===== config.mk =====
export PLATFORM = sky130hd
export DESIGN_NAME = armleocpu_ptw
export DESIGN_NICKNAME = d
export VERILOG_FILES = /design/src/rtl/armleocpu_ptw.sv
export SDC_FILE = /design/constraint.sdc
export NUM_CORES = 1
export LEC_CHECK = 0
export ABC_AREA = 0
export BUFFER_PORTS_ARGS = -buffer_cell sky130_fd_sc_hd__buf_2
export CAP_MARGIN = 20
export CORE_MARGIN = 3
export CORE_UTILIZATION = 51
export DETAILED_ROUTE_END_ITERATION = 16
export HOLD_SLACK_MARGIN = 0.15
export PLACE_DENSITY_LB_ADDON = 0.3
export REMOVE_ABC_BUFFERS = 1
export SLEW_MARGIN = 20
export SYNTH_ARGS = -nofsm -noshare
export SYNTH_HDL_FRONTEND = slang
export SYNTH_SLANG_ARGS = --single-unit

===== constraint.sdc =====
create_clock -name clk -period 2.6 [get_ports clk]
set_input_delay 0.52 -clock clk [delete_from_list [all_inputs] [get_ports clk]]
set_output_delay 0.52 -clock clk [all_outputs]
set_load 0.005 [all_outputs]

===== src/rtl/armleocpu_ptw.sv =====
// Sv32 hardware page table walker for ArmleoCPU.
// Walks the two-level Sv32 table over a single-outstanding read port and
// returns a 4K physical tag plus PTE metadata, or a page/access fault.
// Optional feature macro: ARMLEOCPU_PTW_SUPERPAGE_EN (when defined, level-1
// leaves are split into the requested 4K slice; otherwise they fault).
module armleocpu_ptw #(
  parameter int MEM_ADDR_W = 34
) (
  input  logic                  clk,
  input  logic                  rst,
  input  logic                  resolve_request,
  output logic                  resolve_ack,
  input  logic [19:0]           resolve_virtual_address,
  input  logic [21:0]           satp_ppn,
  output logic                  resolve_done,
  output logic                  resolve_pagefault,
  output logic                  resolve_accessfault,
  output logic [21:0]           resolve_physical_address,
  output logic [7:0]            resolve_metadata,
  output logic                  m_valid,
  output logic [MEM_ADDR_W-1:0] m_addr,
  input  logic                  m_ready,
  input  logic                  m_rvalid,
  input  logic [31:0]           m_rdata,
  input  logic                  m_rerr
);

  typedef enum logic [1:0] {
    S_IDLE  = 2'd0,
    S_ISSUE = 2'd1,
    S_WAIT  = 2'd2,
    S_DONE  = 2'd3
  } state_t;

  state_t                  state, state_next;
  logic                    level, level_next;
  logic [9:0]              vpn_lo, vpn_lo_next;
  logic [MEM_ADDR_W-1:0]   addr, addr_next;
  logic                    pf, pf_next;
  logic                    af, af_next;
  logic [21:0]             ptag, ptag_next;
  logic [7:0]              meta, meta_next;

  // PTE flag decode of the response word
  logic pte_v, pte_r, pte_w, pte_x, pte_a;
  assign pte_v = m_rdata[0];
  assign pte_r = m_rdata[1];
  assign pte_w = m_rdata[2];
  assign pte_x = m_rdata[3];
  assign pte_a = m_rdata[6];

  // RSW bits carry no meaning for the walker
  logic [1:0] unused_pte_bits;
  assign unused_pte_bits = m_rdata[9:8];

  // PTE address: table base {ppn, 12'b0} plus index*4; low 12 bits never carry
  function automatic logic [MEM_ADDR_W-1:0] pte_addr(input logic [21:0] ppn,
                                                     input logic [9:0]  idx);
    return MEM_ADDR_W'({ppn, idx, 2'b00});
  endfunction

  assign resolve_ack              = (state == S_IDLE) && resolve_request;
  assign resolve_done             = (state == S_DONE);
  assign m_valid                  = (state == S_ISSUE);
  assign m_addr                   = addr;
  assign resolve_pagefault        = pf;
  assign resolve_accessfault      = af;
  assign resolve_physical_address = ptag;
  assign resolve_metadata         = meta;

  // Next-state logic: walk control and PTE evaluation
  always_comb begin
    state_next  = state;
    level_next  = level;
    vpn_lo_next = vpn_lo;
    addr_next   = addr;
    pf_next     = pf;
    af_next     = af;
    ptag_next   = ptag;
    meta_next   = meta;
    case (state)
      S_IDLE: begin
        if (resolve_request) begin
          state_next  = S_ISSUE;
          level_next  = 1'b1;
          vpn_lo_next = resolve_virtual_address[9:0];
          addr_next   = pte_addr(satp_ppn, resolve_virtual_address[19:10]);
          pf_next     = 1'b0;
          af_next     = 1'b0;
          ptag_next   = 22'd0;
          meta_next   = 8'd0;
        end else begin
          state_next = S_IDLE;
        end
      end
      S_ISSUE: begin
        if (m_ready) begin
          state_next = S_WAIT;
        end else begin
          state_next = S_ISSUE;
        end
      end
      S_WAIT: begin
        if (m_rvalid) begin
          state_next = S_DONE;
          if (m_rerr) begin
            af_next = 1'b1;
          end else if (!pte_v || (!pte_r && pte_w)) begin
            pf_next = 1'b1;
          end else if (pte_r || pte_x) begin
            if (!pte_a) begin
              pf_next = 1'b1;
            end else if (level) begin
`ifdef ARMLEOCPU_PTW_SUPERPAGE_EN
              // Superpage must be 4M aligned; hand back the requested 4K slice
              if (m_rdata[19:10] != 10'd0) begin
                pf_next = 1'b1;
              end else begin
                ptag_next = {m_rdata[31:20], vpn_lo};
                meta_next = m_rdata[7:0];
              end
`else
              pf_next = 1'b1;
`endif
            end else begin
              ptag_next = m_rdata[31:10];
              meta_next = m_rdata[7:0];
            end
          end else if (level) begin
            state_next = S_ISSUE;
            level_next = 1'b0;
            addr_next  = pte_addr(m_rdata[31:10], vpn_lo);
          end else begin
            pf_next = 1'b1;
          end
        end else begin
          state_next = S_WAIT;
        end
      end
      S_DONE: begin
        state_next = S_IDLE;
      end
      default: begin
        state_next = S_IDLE;
      end
    endcase
  end

  // State and result registers with synchronous reset
  always_ff @(posedge clk) begin
    if (rst) begin
      state  <= S_IDLE;
      level  <= 1'b0;
      vpn_lo <= 10'd0;
      addr   <= '0;
      pf     <= 1'b0;
      af     <= 1'b0;
      ptag   <= 22'd0;
      meta   <= 8'd0;
    end else begin
      state  <= state_next;
      level  <= level_next;
      vpn_lo <= vpn_lo_next;
      addr   <= addr_next;
      pf     <= pf_next;
      af     <= af_next;
      ptag   <= ptag_next;
      meta   <= meta_next;
    end
  end

endmodule


==> Flow_metrics.wiki, run 1 <==
{| class="wikitable"
! Metric !! Value
|-
| Run status || finished clean
|-
| Cell-by-cell trace of the critical path || or3_4 > clkinv_4 > buf_2
|-
| Bufs and invs on worst path || 2
|-
| Total number of vias || roughly 3300
|-
| Number of buffers added for setup after CTS || 0
|-
| Count of standard-cell rows || 29
|-
| HPWL Detailed || 6119 um
|-
| Die Wd || ~90 um
|-
| Critical Path End Type || primary output
|-
| Post-CTS resize count || 0
|-
| Count of distinct cell types in the synthesized netlist || 38
|-
| Tightest slew margin relative to the limit || 56.65%
|-
| Clk sink count || 77
|-
| Number of hold-slack violations in the final timing report || 0
|-
| TritonCTS buffer count || 9
|-
| Remaining global-route overflow || 0
|-
| Most frequent standard cell in the layout excluding fill and tap cells || sky130_fd_sc_hd__buf_2
|-
| Final non-filler cell area || 4378 um^2
|-
| Antenna Diode Count || 0
|-
| Number of warnings reported in the yosys synthesis log || 0
|-
| Final worst path period need || 2.067 ns
|-
| Main synth FF type || sky130_fd_sc_hd__dfxtp_1
|-
| Initial core utilization || 53.38%
|-
| Filler instances || 540
|-
| Via-per-instance ratio || 5.653
|-
| Number of instances in the synthesized netlist || 381
|-
| Detailed Routing Iterations Pass 1 || 4
|-
| Pwr Density || 630.2 nW/um^2
|-
| Commonest non-fill, non-tap cells in the layout || 143 x sky130_fd_sc_hd__buf_2, 87 x sky130_fd_sc_hd__nand2_1, 77 x sky130_fd_sc_hd__dfxtp_1
|-
| Arrival time at the worst endpoint || 1.55 ns
|-
| Final worst setup slack || between 0.5 and 0.6 ns
|-
| Vertical die dimension || 87.99 um
|-
| Instance area after placement || ~4200 um^2
|-
| Clock Skew || 0.01054 ns
|-
| Type of the worst setup path || reg -> out
|-
| Met3 Track Usage GR || approximately 5.1%
|-
| Slew @ Worst Pin || 0.6413 ns
|-
| Dominant delay contributor by cell family on the critical path || simple AND/OR/NAND/NOR gates
|-
| Detailed Route WL || 9347 um
|-
| Number of hold-repair buffers added at the cts stage || 0
|-
| Total number of nets in the final design || approximately 590
|-
| Total of endpoints with negative setup slack in the final report || 0
|-
| Routability cong. || roughly 0.77
|-
| RR Startpoint || state[0]
|-
| Leakage component of the power || 1.896 nW
|-
| Period utilization || 79.50%
|-
| Top-level I/O count || 149
|-
| Peak ir drop on the vdd network || 0.3668 mV
|-
| Worst setup path start || state[0]
|-
| Critical path peak fanout || 16
|-
| Mapped Avg Cell Area || roughly 9 um^2
|-
| Storage cell area || 1541 um^2
|-
| Count of nets left with antenna violations after detail routing || 0
|-
| Pin count of the biggest net entering global routing || just under 80
|-
| Fraction of layout instances using a drive strength above 1 || 38.79%
|-
| Port Buffers || 144
|-
| Number of enable-type register cells in the synthesized netlist || 0
|-
| Unrepaired setup endpoints after global routing || no
|-
| Register area share after synthesis || 44.96%
|-
| Number of buffers on the longest clock path || 2
|-
| Max-slew violations || 0
|-
| Met1 usage in global routing || roughly 30%
|-
| Type of the worst min-delay path || in -> reg
|-
| Synthesis-to-layout area growth || 27.70%
|-
| Post-synthesis cell area || 3428 um^2
|-
| Iter 0 DRT Violations || 215
|-
| Origin of the worst min-delay path || resolve_virtual_address[1]
|-
| Core box area || 6422 um^2
|-
| Clock latency on the worst-skew pair || between 0.3 and 0.4 ns
|-
| Clock tree from TritonCTS || built
|-
| Maximum clock frequency || between 400 and 500 MHz
|-
| Die outline area || ~7700 um^2
|-
| Most utilized layer in the global route result || met2
|-
| Async set-or-reset flop fraction in the synthesized netlist || 0%
|-
| Synthesis-stage register bit count || 77
|-
| Critical path's slowest cell || sky130_fd_sc_hd__or3_4
|-
| Required arrival time at the worst endpoint || 2.08 ns
|-
| # Max-Cap Violations || 0
|-
| Wire length of the first global-routing pass || 14550 um
|-
| Post-detailed-route wirelength per cell || 15.84 um
|-
| Worst Setup Slack post-DPL || 0.3941 ns
|-
| CTS Root Buffer Type || sky130_fd_sc_hd__clkbuf_8
|-
| Total area of multi-input combinational cells || 1674 um^2
|-
| Post-route DRC violation count || 0
|-
| Vias in the first global route || approximately 3000
|-
| M2 GR Usage || 39.66%
|-
| GRT Resource Usage Total || 24.03%
|-
| Initial antenna violation count || 0
|-
| Htree depth || 3
|-
| Launching element type of the critical path || register
|-
| Clock transition at the registers of the reported paths || 0.08 ns
|-
| Biggest cell delay along the critical path || 0.50 ns
|}
synth_stat cells, drive strengths merged, types with 2 or more instances:
cell	count	area, um^2
nand3	5	25.02
nor2b	4	25.02
o22ai	5	31.28
o21ai	4	20.02
a21oi	47	246.5
nand2b	29	181.4
buf	21	136.4
inv	3	11.26
nand2	87	326.6
clkbuf	19	71.32
a311oi	32	280.3
or2	2	12.52
a31oi	2	12.51
dfxtp	77	1541
o21a	2	15.01
o32ai	23	351.6
nor2	5	21.27
flip-flops by register name, summed over array words and instances, names as in the netlist:
register and flops:
level 1, m_addr 32, resolve_accessfault 1, resolve_metadata 8
resolve_pagefault 1, resolve_physical_address 22, state 2, vpn_lo 10
final cells by class:
type                    count  share of cell area [%]
well taps                  77                   2.201
multi-input cells         261                   38.24
repair buffers            155                   18.98
inverters                   4                  0.4573
clock inverters             6                   2.001
clock buffers              10                   2.915
flip-flops and latches     77                   35.21
report_power, final:
part / switching (mW) / leakage (nW) / internal [mW]
Clock: 0.447 / 0.0985 / 0.539
Sequential: 0.0406 / 0.630 / 1.26
Combinational: 0.268 / 1.17 / 0.209
metrics by stage:
step                      hold slack [ns]  cells  power [mW]  util, %  setup TNS, ns
final                              0.4058    590       2.759    68.17              0
after global routing               0.4011    590       2.889    68.17              0
after CTS                          0.3978    590       2.780    68.17              0
after detailed placement           0.4488    574       1.802    64.82              0
after global placement             0.4364    574       1.789    64.82              0
after floorplan                    0.4305    342       1.556        -         -27.36
worst min-delay path: stages:
cell and delay (ns):
sky130_fd_sc_hd__buf_2 0.10, sky130_fd_sc_hd__nand2_1 0.04, sky130_fd_sc_hd__a21oi_1 0.05
layer usage:
metal	vias up	wire [um]
met1	1565	3863
li1	1621	-
met5	-	0
met4	0	242
met2	128	4615
met3	21	625
kinds of logic after synthesis:
group / after synthesis / synth area share, %
simple gates: 139 / 19.05
flops: 77 / 44.96
buf+inv: 44 / 6.642
other cells: 1 / 0.1094
mux: 1 / 0.2920
compound gates: 119 / 28.94
path summary, 6_finish.rpt:
check | end | slack (ns) | depth (start not counted)
worst max-delay path | resolve_ack | 0.53 | 3
worst min-delay path | vpn_lo[1] | 0.41 | 3
worst max register to register | resolve_physical_address[21] | 0.57 | 6
worst min register to register | vpn_lo[1] | 0.46 | 2
Note: power is estimated with default switching activity, not from simulation.
==> run 2: changes to the inputs <==
- ABC_AREA: 0 -> 1
- CORE_UTILIZATION: 51 -> 48
- clock period: 2.6 -> 2.1 ns (I/O delays scaled with it)
==> run 2 against run 1 <==
  * Clock power increased by 24%
  * Setup slack got worse by 0.17 ns
  * Sequential share of layout area decreased by 1.6 points
  * Wire length increased by 4.4%
  * Sequential power increased by 32%
  * Via count increased by 17%
  * Final area increased by 4.8%
  * First-iteration DRC count decreased by 32%
  * Critical endpoint unchanged
  * Largest cell class unchanged
==> Flow_metrics.wiki, run 2 <==
{| class="wikitable"
! Metric !! Value
|-
| Placed cells || 765 (was 574)
|-
| Fraction of layout instances using a drive strength above 1 || 26.42% (was 38.79%)
|-
| Vias in the first global route || 3712 (was 3037)
|-
| Overall power of the completed layout || 4.074 mW (was 2.759 mW)
|-
| Via-per-instance ratio || 4.990 (was 5.653)
|-
| Total net switching power || 1.313 mW (was 0.7554 mW)
|-
| Top cell type's share of synthesized area || 42.72% (was 44.96%)
|-
| Post-detailed-route wirelength per cell || 12.49 um (was 15.84 um)
|-
| Antenna Diode Count || 0 (unchanged)
|-
| Synthesis-stage register bit count || 77 (unchanged)
|-
| Clock tree from TritonCTS || built (unchanged)
|-
| Remaining global-route overflow || 0 (unchanged)
|-
| Detailed Routing Iterations Pass 1 || 5 (was 4)
|-
| Initial core utilization || 51.13% (was 53.38%)
|-
| Routability cong. || 0.8622 (was 0.7705)
|-
| Post-route DRC violation count || 0 (unchanged)
|-
| Number of instances in the synthesized netlist || 553 (was 381)
|-
| Mapped Avg Cell Area || 6.525 um^2 (was 8.998 um^2)
|-
| Pin count of the biggest net entering global routing || 48 (was 79)
|-
| Max-slew violations || 0 (unchanged)
|-
| Run status || finished clean (unchanged)
|-
| Initial antenna violation count || 0 (unchanged)
|-
| Power share of the combinational group || 27.9% (was 17.3%)
|-
| Worst R2R End || resolve_physical_address[6] (was resolve_physical_address[21])
|-
| Switching share of power || 32.24% (was 27.38%)
|-
| Unrepaired setup endpoints after global routing || no (unchanged)
|-
| Most frequent standard cell in the layout excluding fill and tap cells || sky130_fd_sc_hd__nand2_1 (was sky130_fd_sc_hd__buf_2)
|-
| Post-synthesis cell area || 3608 um^2 (was 3428 um^2)
|-
| Most numerous cell types in the synthesized netlist || 171 x sky130_fd_sc_hd__nand2_1, 77 x sky130_fd_sc_hd__dfxtp_1, 67 x sky130_fd_sc_hd__a21oi_1 (was 87 x sky130_fd_sc_hd__nand2_1, 77 x sky130_fd_sc_hd__dfxtp_1, 46 x sky130_fd_sc_hd__a21oi_1)
|-
| Maximum clock frequency || 577.0 MHz
|-
| Number of hold-repair buffers added at the cts stage || 0 (unchanged)
|-
| GRT Resource Usage Total || 22.97% (was 24.03%)
|-
| Top post-synthesis cells by area || sky130_fd_sc_hd__dfxtp_1 43%, sky130_fd_sc_hd__nand2_1 18%, sky130_fd_sc_hd__a21oi_1 9.3% (was sky130_fd_sc_hd__dfxtp_1 45%, sky130_fd_sc_hd__nand2_1 9.5%, sky130_fd_sc_hd__o32ai_2 9.5%)
|-
| Worst setup path start || state[1] (was state[0])
|-
| Critical path peak fanout || 12 (was 16)
|-
| Type of the worst min-delay path || in -> reg (unchanged)
|-
| Wire length of the first global-routing pass || 16280 um (was 14550 um)
|-
| Pwr Density || 887.6 nW/um^2 (was 630.2 nW/um^2)
|-
| Period utilization || 82.53%
|-
| Htree depth || 3 (unchanged)
|-
| HPWL Detailed || 6587 um (was 6119 um)
|-
| Number of warnings reported in the yosys synthesis log || 0 (unchanged)
|-
| Launching element type of the critical path || register (unchanged)
|-
| Count of standard-cell rows || 30 (was 29)
|-
| Peak ir drop on the vdd network || 0.4017 mV (was 0.3668 mV)
|-
| Total number of nets in the final design || 760 (was 588)
|-
| Die outline area || 8594 um^2 (was 7742 um^2)
|-
| # Max-Cap Violations || 0 (unchanged)
|-
| Core box area || 7057 um^2 (was 6422 um^2)
|-
| Number of enable-type register cells in the synthesized netlist || 0 (unchanged)
|-
| Relative contribution of the clock network to total power || 29.8% (was 35.8%)
|-
| Clock transition at the registers of the reported paths || 0.08 ns (about the same)
|-
| Total of endpoints with negative setup slack in the final report || 0 (unchanged)
|-
| Number of buffers added for setup after CTS || 0 (unchanged)
|-
| Total number of vias || 3897 (was 3335)
|-
| Clock latency on the worst-skew pair || 0.34 ns (about the same)
|-
| CTS Root Buffer Type || sky130_fd_sc_hd__clkbuf_8 (unchanged)
|-
| Capture point of the worst path || resolve_ack (unchanged)
|-
| Port Buffers || 144 (unchanged)
|-
| Count of nets left with antenna violations after detail routing || 0 (unchanged)
|-
| Number of hold-slack violations in the final timing report || 0 (unchanged)
|-
| Commonest non-fill, non-tap cells in the layout || 170 x sky130_fd_sc_hd__nand2_1, 144 x sky130_fd_sc_hd__buf_2, 77 x sky130_fd_sc_hd__dfxtp_1 (was 143 x sky130_fd_sc_hd__buf_2, 87 x sky130_fd_sc_hd__nand2_1, 77 x sky130_fd_sc_hd__dfxtp_1)
|-
| Reg power frac || 42.3% (was 47.0%)
|-
| Required arrival time at the worst endpoint || 1.68 ns (was 2.08 ns)
|-
| Clk sink count || 77 (unchanged)
|-
| Flop-to-flop setup slack || 0.42 ns (was 0.57 ns)
|-
| Hold slack || 0.3004 ns (was 0.4058 ns)
|-
| Leakage component of the power || 2.436 nW (was 1.896 nW)
|-
| Iter 0 DRT Violations || 146 (was 215)
|-
| Number of buffers on the longest clock path || 2 (unchanged)
|-
| Internal power || 2.760 mW (was 2.003 mW)
|-
| Number of flip-flops in the largest register || 32 (unchanged)
|-
| Main synth FF type || sky130_fd_sc_hd__dfxtp_1 (unchanged)
|-
| Clock Skew || 0.005710 ns (was 0.01054 ns)
|-
| Most frequent cell after synthesis || sky130_fd_sc_hd__nand2_1 (unchanged)
|-
| Top-level I/O count || 149 (unchanged)
|-
| Critical Path End Type || primary output (unchanged)
|-
| Biggest area consumer among synthesized cells || sky130_fd_sc_hd__dfxtp_1 (unchanged)
|-
| TritonCTS buffer count || 9 (unchanged)
|-
| Count of placed standard cells in the final layout, fillers left out || 781 (was 590)
|-
| Type of the worst setup path || reg -> out (unchanged)
|-
| Post-CTS resize count || 0 (unchanged)
|-
| Worst Setup Slack post-DPL || 0.3912 ns (was 0.3941 ns)
|-
| Count of distinct cell types in the synthesized netlist || 22 (was 38)
|-
| Final worst path period need || 1.733 ns
|-
| Vertical die dimension || 92.71 um (was 87.99 um)
|-
| Die Wd || 92.71 um (was 87.99 um)
|-
| Synthesis-to-layout area growth || 27.18% (was 27.70%)
|-
| Async set-or-reset flop fraction in the synthesized netlist || 0% (unchanged)
|-
| Final worst setup slack || 0.3668 ns (was 0.5330 ns)
|-
| Arrival time at the worst endpoint || 1.31 ns (was 1.55 ns)
|-
| Depth of the worst register-to-register path || 7 (was 6)
|-
| Final sum of negative setup slack || 0 ns (unchanged)
|-
| RR Startpoint || state[1] (was state[0])
|-
| Detailed Route WL || 9754 um (was 9347 um)
|-
| Register area share after synthesis || 42.72% (was 44.96%)
|}
## run 2: cell types whose count changed in the layout (fill, tap and decap cells not counted), moves of 29 or more
cell | before | now
sky130_fd_sc_hd__nor2_1 | 4 | 57
sky130_fd_sc_hd__nand2_1 | 87 | 170
sky130_fd_sc_hd__nand2b_1 | 29 | 0
sky130_fd_sc_hd__a311oi_1 | 32 | 0
sky130_fd_sc_hd__inv_1 | 3 | 44
sky130_fd_sc_hd__nand3_1 | 5 | 64
## run 2: power by group through the flow
stage	logic, mW	clock network, mW	registers (mW)
after floorplan	0.633	0	1.76
after global placement	1.11	0	1.75
final	1.14	1.22	1.72
after CTS	1.14	1.25	1.72
after detailed placement	1.14	0	1.75
after global routing	1.30	1.31	1.75
## run 2: routing by layer
metal / global-route usage (%) / part of all wire, %
met4: 7.082 / 1.2
met3: 4.874 / 8.1
met5: 0 / 0
met1: 27.18 / 43
met2: 41.45 / 48
## run 2: worst min path at each step
stage	from	end	slack, ns	cells after the start
after floorplan	resolve_pagefault	resolve_pagefault	0.45	2
after global routing	resolve_virtual_address[1]	vpn_lo[1]	0.31	3
after detailed placement	resolve_pagefault	resolve_pagefault	0.44	2
after CTS	resolve_virtual_address[3]	vpn_lo[3]	0.29	3
final	resolve_virtual_address[3]	vpn_lo[3]	0.30	3
after global placement	resolve_pagefault	resolve_pagefault	0.43	2
## run 2: cell families after synthesis
family,synth area share (%)
other cells,0.1039
compound gates,11.69
flops,42.72
buf+inv,10.85
simple gates,34.64
## run 2: worst max-delay path: stages, from the launching register on
cell and delay (ns):
sky130_fd_sc_hd__dfxtp_1 0.41, sky130_fd_sc_hd__nor3_1 0.23, sky130_fd_sc_hd__buf_4 0.20, sky130_fd_sc_hd__buf_2 0.13
## run 2: stage by stage
step | area [um^2] | util, %
6_report | 4589 | 65.04
3_5_place_dp | 4375 | 62.00
3_3_place_gp | 4375 | 62.00
5_1_grt | 4589 | 65.04
2_1_floorplan | 3397 | -
4_1_cts | 4589 | 65.04
## run 2: cell type report
class                      instances  area, um^2
fill                             690        2467
sequential                        77        1541
timing repair buffer             157       855.8
clock inverter                     6       86.33
tap                               96       120.1
multi-input combinational        388        1682
clock buffer                      10       127.6
inverter                          47       176.4
